$ cat config.mk
export PLATFORM = sky130hd
export DESIGN_NAME = serial_sub
export DESIGN_NICKNAME = d
export VERILOG_FILES = /design/src/rtl/serial_sub.sv
export SDC_FILE = /design/constraint.sdc
export NUM_CORES = 1
export LEC_CHECK = 0
export CAP_MARGIN = 20
export CORE_ASPECT_RATIO = 0.6
export CORE_UTILIZATION = 52
export CTS_CLUSTER_DIAMETER = 30
export DETAILED_ROUTE_END_ITERATION = 12
export PLACE_DENSITY = 0.78
export SLEW_MARGIN = 10
export SYNTH_ARGS = -nofsm -noshare
export SYNTH_HDL_FRONTEND = slang
export SYNTH_SLANG_ARGS = --single-unit
$ cat constraint.sdc
create_clock -name clk -period 1.8 [get_ports clk]
set_input_delay 0.36 -clock clk [delete_from_list [all_inputs] [get_ports clk]]
set_output_delay 0.36 -clock clk [all_outputs]
set_load 0.01 [all_outputs]
$ cat src/rtl/serial_sub.sv
// Bit-serial WIDTH-bit subtractor: computes a - b - bin one bit per clock, LSB first,
// with operands and result exchanged on valid/ready handshakes.
module serial_sub #(
    parameter int WIDTH = 8
) (
    input  logic             clk,
    input  logic             rst_n,
    input  logic             in_valid,
    output logic             in_ready,
    input  logic [WIDTH-1:0] a,
    input  logic [WIDTH-1:0] b,
    input  logic             bin,
    output logic             out_valid,
    input  logic             out_ready,
    output logic [WIDTH-1:0] diff,
    output logic             bout,
    output logic             ovf
);
    localparam int CW = (WIDTH > 1) ? $clog2(WIDTH) : 1;

    typedef enum logic [1:0] {IDLE, SHIFT, DONE} state_t;

    state_t           r_state;
    state_t           w_next;
    logic [WIDTH-1:0] r_sa;
    logic [WIDTH-1:0] r_sb;
    logic [WIDTH-1:0] r_res;
    logic [WIDTH-1:0] r_diff;
    logic [CW-1:0]    r_cnt;
    logic             r_br;
    logic             r_am;
    logic             r_bm;
    logic             r_bout;
    logic             r_ovf;

    logic w_x;
    logic w_y;
    logic w_d;
    logic w_br_next;
    logic w_accept;
    logic w_last;
    logic w_release;
    logic w_ovf_now;

    // Full-subtractor cell on the current LSBs and the registered borrow.
    assign w_x       = r_sa[0];
    assign w_y       = r_sb[0];
    assign w_d       = w_x ^ w_y ^ r_br;
    assign w_br_next = (~w_x & w_y) | (~(w_x ^ w_y) & r_br);

    assign w_accept  = in_valid && (r_state == IDLE);
    assign w_last    = (r_cnt == CW'(WIDTH - 1));
    assign w_release = (r_state == DONE) && out_ready;
    assign w_ovf_now = (r_am != r_bm) && (r_res[WIDTH-1] != r_am);

    always_ff @(posedge clk) begin
        if (!rst_n) begin
            r_state <= IDLE;
        end else begin
            r_state <= w_next;
        end
    end

    always_comb begin
        w_next    = r_state;
        in_ready  = 1'b0;
        out_valid = 1'b0;
        case (r_state)
            IDLE: begin
                in_ready = 1'b1;
                if (in_valid) w_next = SHIFT;
            end
            SHIFT: begin
                if (w_last) w_next = DONE;
            end
            DONE: begin
                out_valid = 1'b1;
                if (out_ready) w_next = IDLE;
            end
            default: w_next = IDLE;
        endcase
    end

    always_ff @(posedge clk) begin
        if (!rst_n) begin
            r_sa   <= '0;
            r_sb   <= '0;
            r_res  <= '0;
            r_diff <= '0;
            r_cnt  <= '0;
            r_br   <= 1'b0;
            r_am   <= 1'b0;
            r_bm   <= 1'b0;
            r_bout <= 1'b0;
            r_ovf  <= 1'b0;
        end else begin
            if (w_accept) begin
                r_sa  <= a;
                r_sb  <= b;
                r_br  <= bin;
                r_cnt <= '0;
                r_am  <= a[WIDTH-1];
                r_bm  <= b[WIDTH-1];
            end else if (r_state == SHIFT) begin
                r_sa  <= r_sa >> 1;
                r_sb  <= r_sb >> 1;
                r_res <= {w_d, r_res[WIDTH-1:1]};
                r_br  <= w_br_next;
                if (!w_last) r_cnt <= r_cnt + 1'b1;
            end
            // The delivered result is parked here so outputs hold it while the next op shifts.
            if (w_release) begin
                r_diff <= r_res;
                r_bout <= r_br;
                r_ovf  <= w_ovf_now;
            end
        end
    end

    always_comb begin
        diff = r_diff;
        bout = r_bout;
        ovf  = r_ovf;
        if (r_state == DONE) begin
            diff = r_res;
            bout = r_br;
            ovf  = w_ovf_now;
        end
    end

endmodule

Word level (Yosys, flattened, before mapping)

Cells that the tools add are included.

Add/subtract/negate cells: 1
Equality and inequality tests: 8
Muxes and demuxes: 15
Bitwise logic cells: 10
Reduce and logical (&&, ||, !) cells: 9

Operators by type and width:

| cell                | number |
|---|---|
| $mux 8              | 5 |
| $mux 1              | 6 |
| $mux 2              | 3 |
| $ne 2x2->1 const B  | 3 |
| $pmux 2 s3          | 1 |
| $not 1->1           | 5 |
| $reduce_and 2->1    | 2 |
| $add 3x1->3 const B | 1 |
| $eq 3x3->1 const B  | 1 |
| $logic_and 1x1->1   | 3 |
| $reduce_and 3->1    | 1 |
| $and 1x1->1         | 2 |
| $eq 2x1->1 const B  | 1 |
| $eq 2x2->1 const B  | 1 |
| $logic_not 2->1     | 1 |
| $ne 1x1->1          | 2 |
| $reduce_bool 2->1   | 1 |
| $reduce_or 2->1     | 1 |
| $xor 1x1->1         | 2 |
| $or 1x1->1          | 1 |

Bits in registers: 42
Input port bits: 21
Output and inout port bits: 12
Word-level logic and storage cells: 54

Longest topological paths before layout

Word-level depth: 6
Gate-level depth with buffers: 6

Worst setup path before layout

Ideal clock, no wire load.

Path kind: register to output
Start: reg r_state[1]
End: out diff[1]
Arrival: 1.120 ns
Data required time: 1.440 ns
Slack: 0.320 ns
Stages on the path, launching flop included: 6
Path through: dfxtp_1 buf_6 and2b_1 buf_6 buf_8 mux2_4

Longest elaborated chain between the ends: 2

RTL lines:

| what                   | line | RTL |
|---|---|---|
| from (decl)            | 23   | `state_t r_state;` |
| from (signal assigned) | 60   | `r_state <= w_next;` |
| $eq 2x2->1             | 124  | `if (r_state == DONE) begin` |
| $mux 8                 | 124  |  |
| to (decl)              | 15   | `output logic [WIDTH-1:0] diff,` |

Every way passes these cells.

Worst setup path after layout

Start: reg r_state[0]
End: out diff[4]

The elaborated chain is that of the path after synthesis.

==> results_dict.tcl <==
set metrics [dict create \
    ctsLongestPathBuffers 2 \
    drive_gt1_frac 0.242 \
    h-tree-depth 2 \
    grt_start_max_net_pins 28 \
    crit_fanout 8 \
    clk_latency_ns 0.29 \
    cap_violations 0 \
    io_pins 33 \
    cts_inserted_buffers 5 \
    use_met3 0.0630 \
    fp.dieW_um 81.5 \
    yosysTopAreaCell "dfxtp_1" \
    netlist_top_cells_count "dfxtp_1 (42), nand2_1 (31), a21oi_1 (29)" \
    syn2layout_area_growth_pct 27.1 \
    viasPerCell 5.92 \
    min_path_type "reg -> reg" \
    max_slew.worst_pin.slew_ns 0.445 \
    fin_crit_sh 0.998 \
    postSynthCellCount 210 \
    slew_headroom 0.696 \
    fill_cells 255 \
    finalSetupViolCount 0 \
    crit_required_ns 1.44 \
    wl_um 4990 \
    cts_tree "built" \
    finalSetupTns_ns 0 \
    antenna_found_initial 0 \
    place_ws_ns -0.0820 \
    ys_seq_area_frac 0.426 \
    syn_nets 234 \
    grtUsageMet2 0.444 \
    synth_top_area_frac 0.426 \
    clock_skew_ns 0.00369 \
    crit_chain "and2b_2 > buf_12 > mux2_4 > buf_6" \
    grt_usage 0.271 \
    crit_arrival_ns 1.44 \
    synth.most_common_cell "dfxtp_1" \
    ctsRootBufferMaster "clkbuf_8" \
    die_height_um 49.7 \
    synth.avg_cell_area_um2 9.39 \
    rsz0062_at_grt "yes" \
    rows 16 \
    nets 275 \
    yosysWarnings 0 \
    power.leakage_uw 0.000974 \
    async_reset_ff_frac 0 \
    route.detailed.drc 0 \
    final_max_slew_viol_count 0 \
    timing.fmax_mhz 557 \
    peakVddDrop_mv 0.457 \
    yosys-top-cells-area "dfxtp_1 (43%), a21oi_1 (7.4%), nand2_1 (5.9%)" \
    use_met1 0.357 \
    grt_pass1_vias 1737 \
    timing.final.hold_violations 0 \
    drt-pass1-iter-count 5 \
    initial_core_util 0.573 \
    period_minus_slack_ns 1.80 \
    grt_overflow_total 0 \
    synth.distinct_cells 42 \
    ys_ff_latch 42 \
    status "finished clean" \
    synth_enable_flop_cells 0 \
    postRouteAntennaNets 0 \
    port_buffers 32 \
    top_usage_layer "met2" \
    criticalPathCategory "reg -> out" \
    synth_ff_type "dfxtp_1" \
    gp_congestion 0.736 \
    antenna_cells 0 \
    slowest_stage "dfxtp_2" \
    fin_ws_ns 0.00386 \
    max_stage_delay_ns 0.33 \
    drt_iter0_drc 106 \
    fin_util 0.728 \
    end_kind "output pin" \
    grt_pass1_wl_um 8150 \
    core-area_mm2 0.00344 \
    start_kind "flip-flop" \
    vias 1759 \
    wl_per_cell_um 16.8 \
    clkTransAtPathRegs_ns 0.07 \
    die_area_mm2 0.00405 \
    dpl-instance-area_mm2 0.00238 \
    cts_sinks 42 \
    syn_area_mm2 0.00197 \
    design_area_mm2 0.00251 \
    power_density_mw_per_mm2 748 \
    hpwlAfterDp_um 3360 \
]
## worst paths after layout
check	start	to	slack [ns]	cells past startpoint
setup / recovery	r_state[0]	diff[4]	0.004	4
hold / removal	r_diff[5]	r_diff[5]	0.46	2
setup reg to reg	r_state[1]	r_cnt[2]	0.28	5
hold reg to reg	r_diff[5]	r_diff[5]	0.46	2
## flip-flops by register name (all words and copies together) (netlist names)
signal,count
r_diff,8
r_res,8
r_sa,8
r_sb,8
r_cnt,3
r_state,2
r_am,1
r_bm,1
r_bout,1
r_br,1
r_ovf,1
## routing by layer
| layer | vias to the layer above | share of wire | wire length [µm] |
|---|---|---|---|
| li1 | 841 | - | - |
| met1 | 844 | 0.47 | 2360 |
| met2 | 68 | 0.46 | 2280 |
| met3 | 6 | 0.061 | 306 |
| met4 | 0 | 0.0088 | 44 |
| met5 | - | 0 | 0 |
## cell usage in the layout, fill, tap and decap left out, types with 2 or more instances in the layout
master           synthesis  final
nand2b_1                 3      3
o22a_1                   8      8
nor2_1                   7      7
o221a_2                  5      5
buf_2                    4      2
or3b_1                   6      6
clkdlybuf4s50_1          0     20
o21ai_0                  9      9
mux2_4                   6      9
nand3_1                  8      8
inv_1                    5      5
clkbuf_8                 0      6
ha_1                     2      2
dfxtp_1                 42     41
a21oi_1                 29     29
buf_6                    2     11
nand2_1                 31     31
buf_4                    4     16
o221a_1                  4      4
o221ai_1                 5      5
## power breakdown
| part | internal, µW | switching, µW |
|---|---|---|
| Clock | 310 | 309 |
| Combinational | 135 | 121 |
| Sequential | 972 | 29.9 |
## metrics by stage
step           power, µW  instances  hold WS [ns]
2_1_floorplan       1160        210         0.434
3_3_place_gp        1260        287         0.442
5_1_grt             1950        297         0.479
6_report            1880        297         0.463
3_5_place_dp        1270        287         0.453
4_1_cts             1880        298         0.465
## final cells by class
type,count,area (µm²),share of cell area
clock buffer,7,86.3,0.0344
clock inverter,1,5.00,0.00200
inverter,6,22.5,0.00899
multi-input combinational,145,1010,0.403
sequential,42,842,0.336
tap,45,56.3,0.0225
timing repair buffer,51,483,0.193
## repair_timing
action	4_1_cts	5_1_grt
gates resized for setup	58	4
buffers inserted	2	0
hold buffers	0	0
endpoints found under the hold margin	0	0
pin swaps	0	0
gates cloned	1	0
setup endpoints to repair	12	11
## critical path: cells and delay by family, from the launching register on
family                 cells  cell delay (ns)
buffers and inverters      2             0.27
flip-flops                 1             0.33
multiplexers               1             0.30
AND/OR/NAND/NOR            1             0.24
## cells by family after synthesis
family | Yosys count | synth area share
XOR/XNOR | 1 | 0.00444
AO/OA/AOI/OAI | 68 | 0.240
AND/OR/NAND/NOR | 63 | 0.171
adder cells (fa/ha/maj) | 3 | 0.0228
multiplexers | 10 | 0.0679
buffers and inverters | 23 | 0.0673
flip-flops | 42 | 0.426
Note: power is estimated with default switching activity, not from simulation.
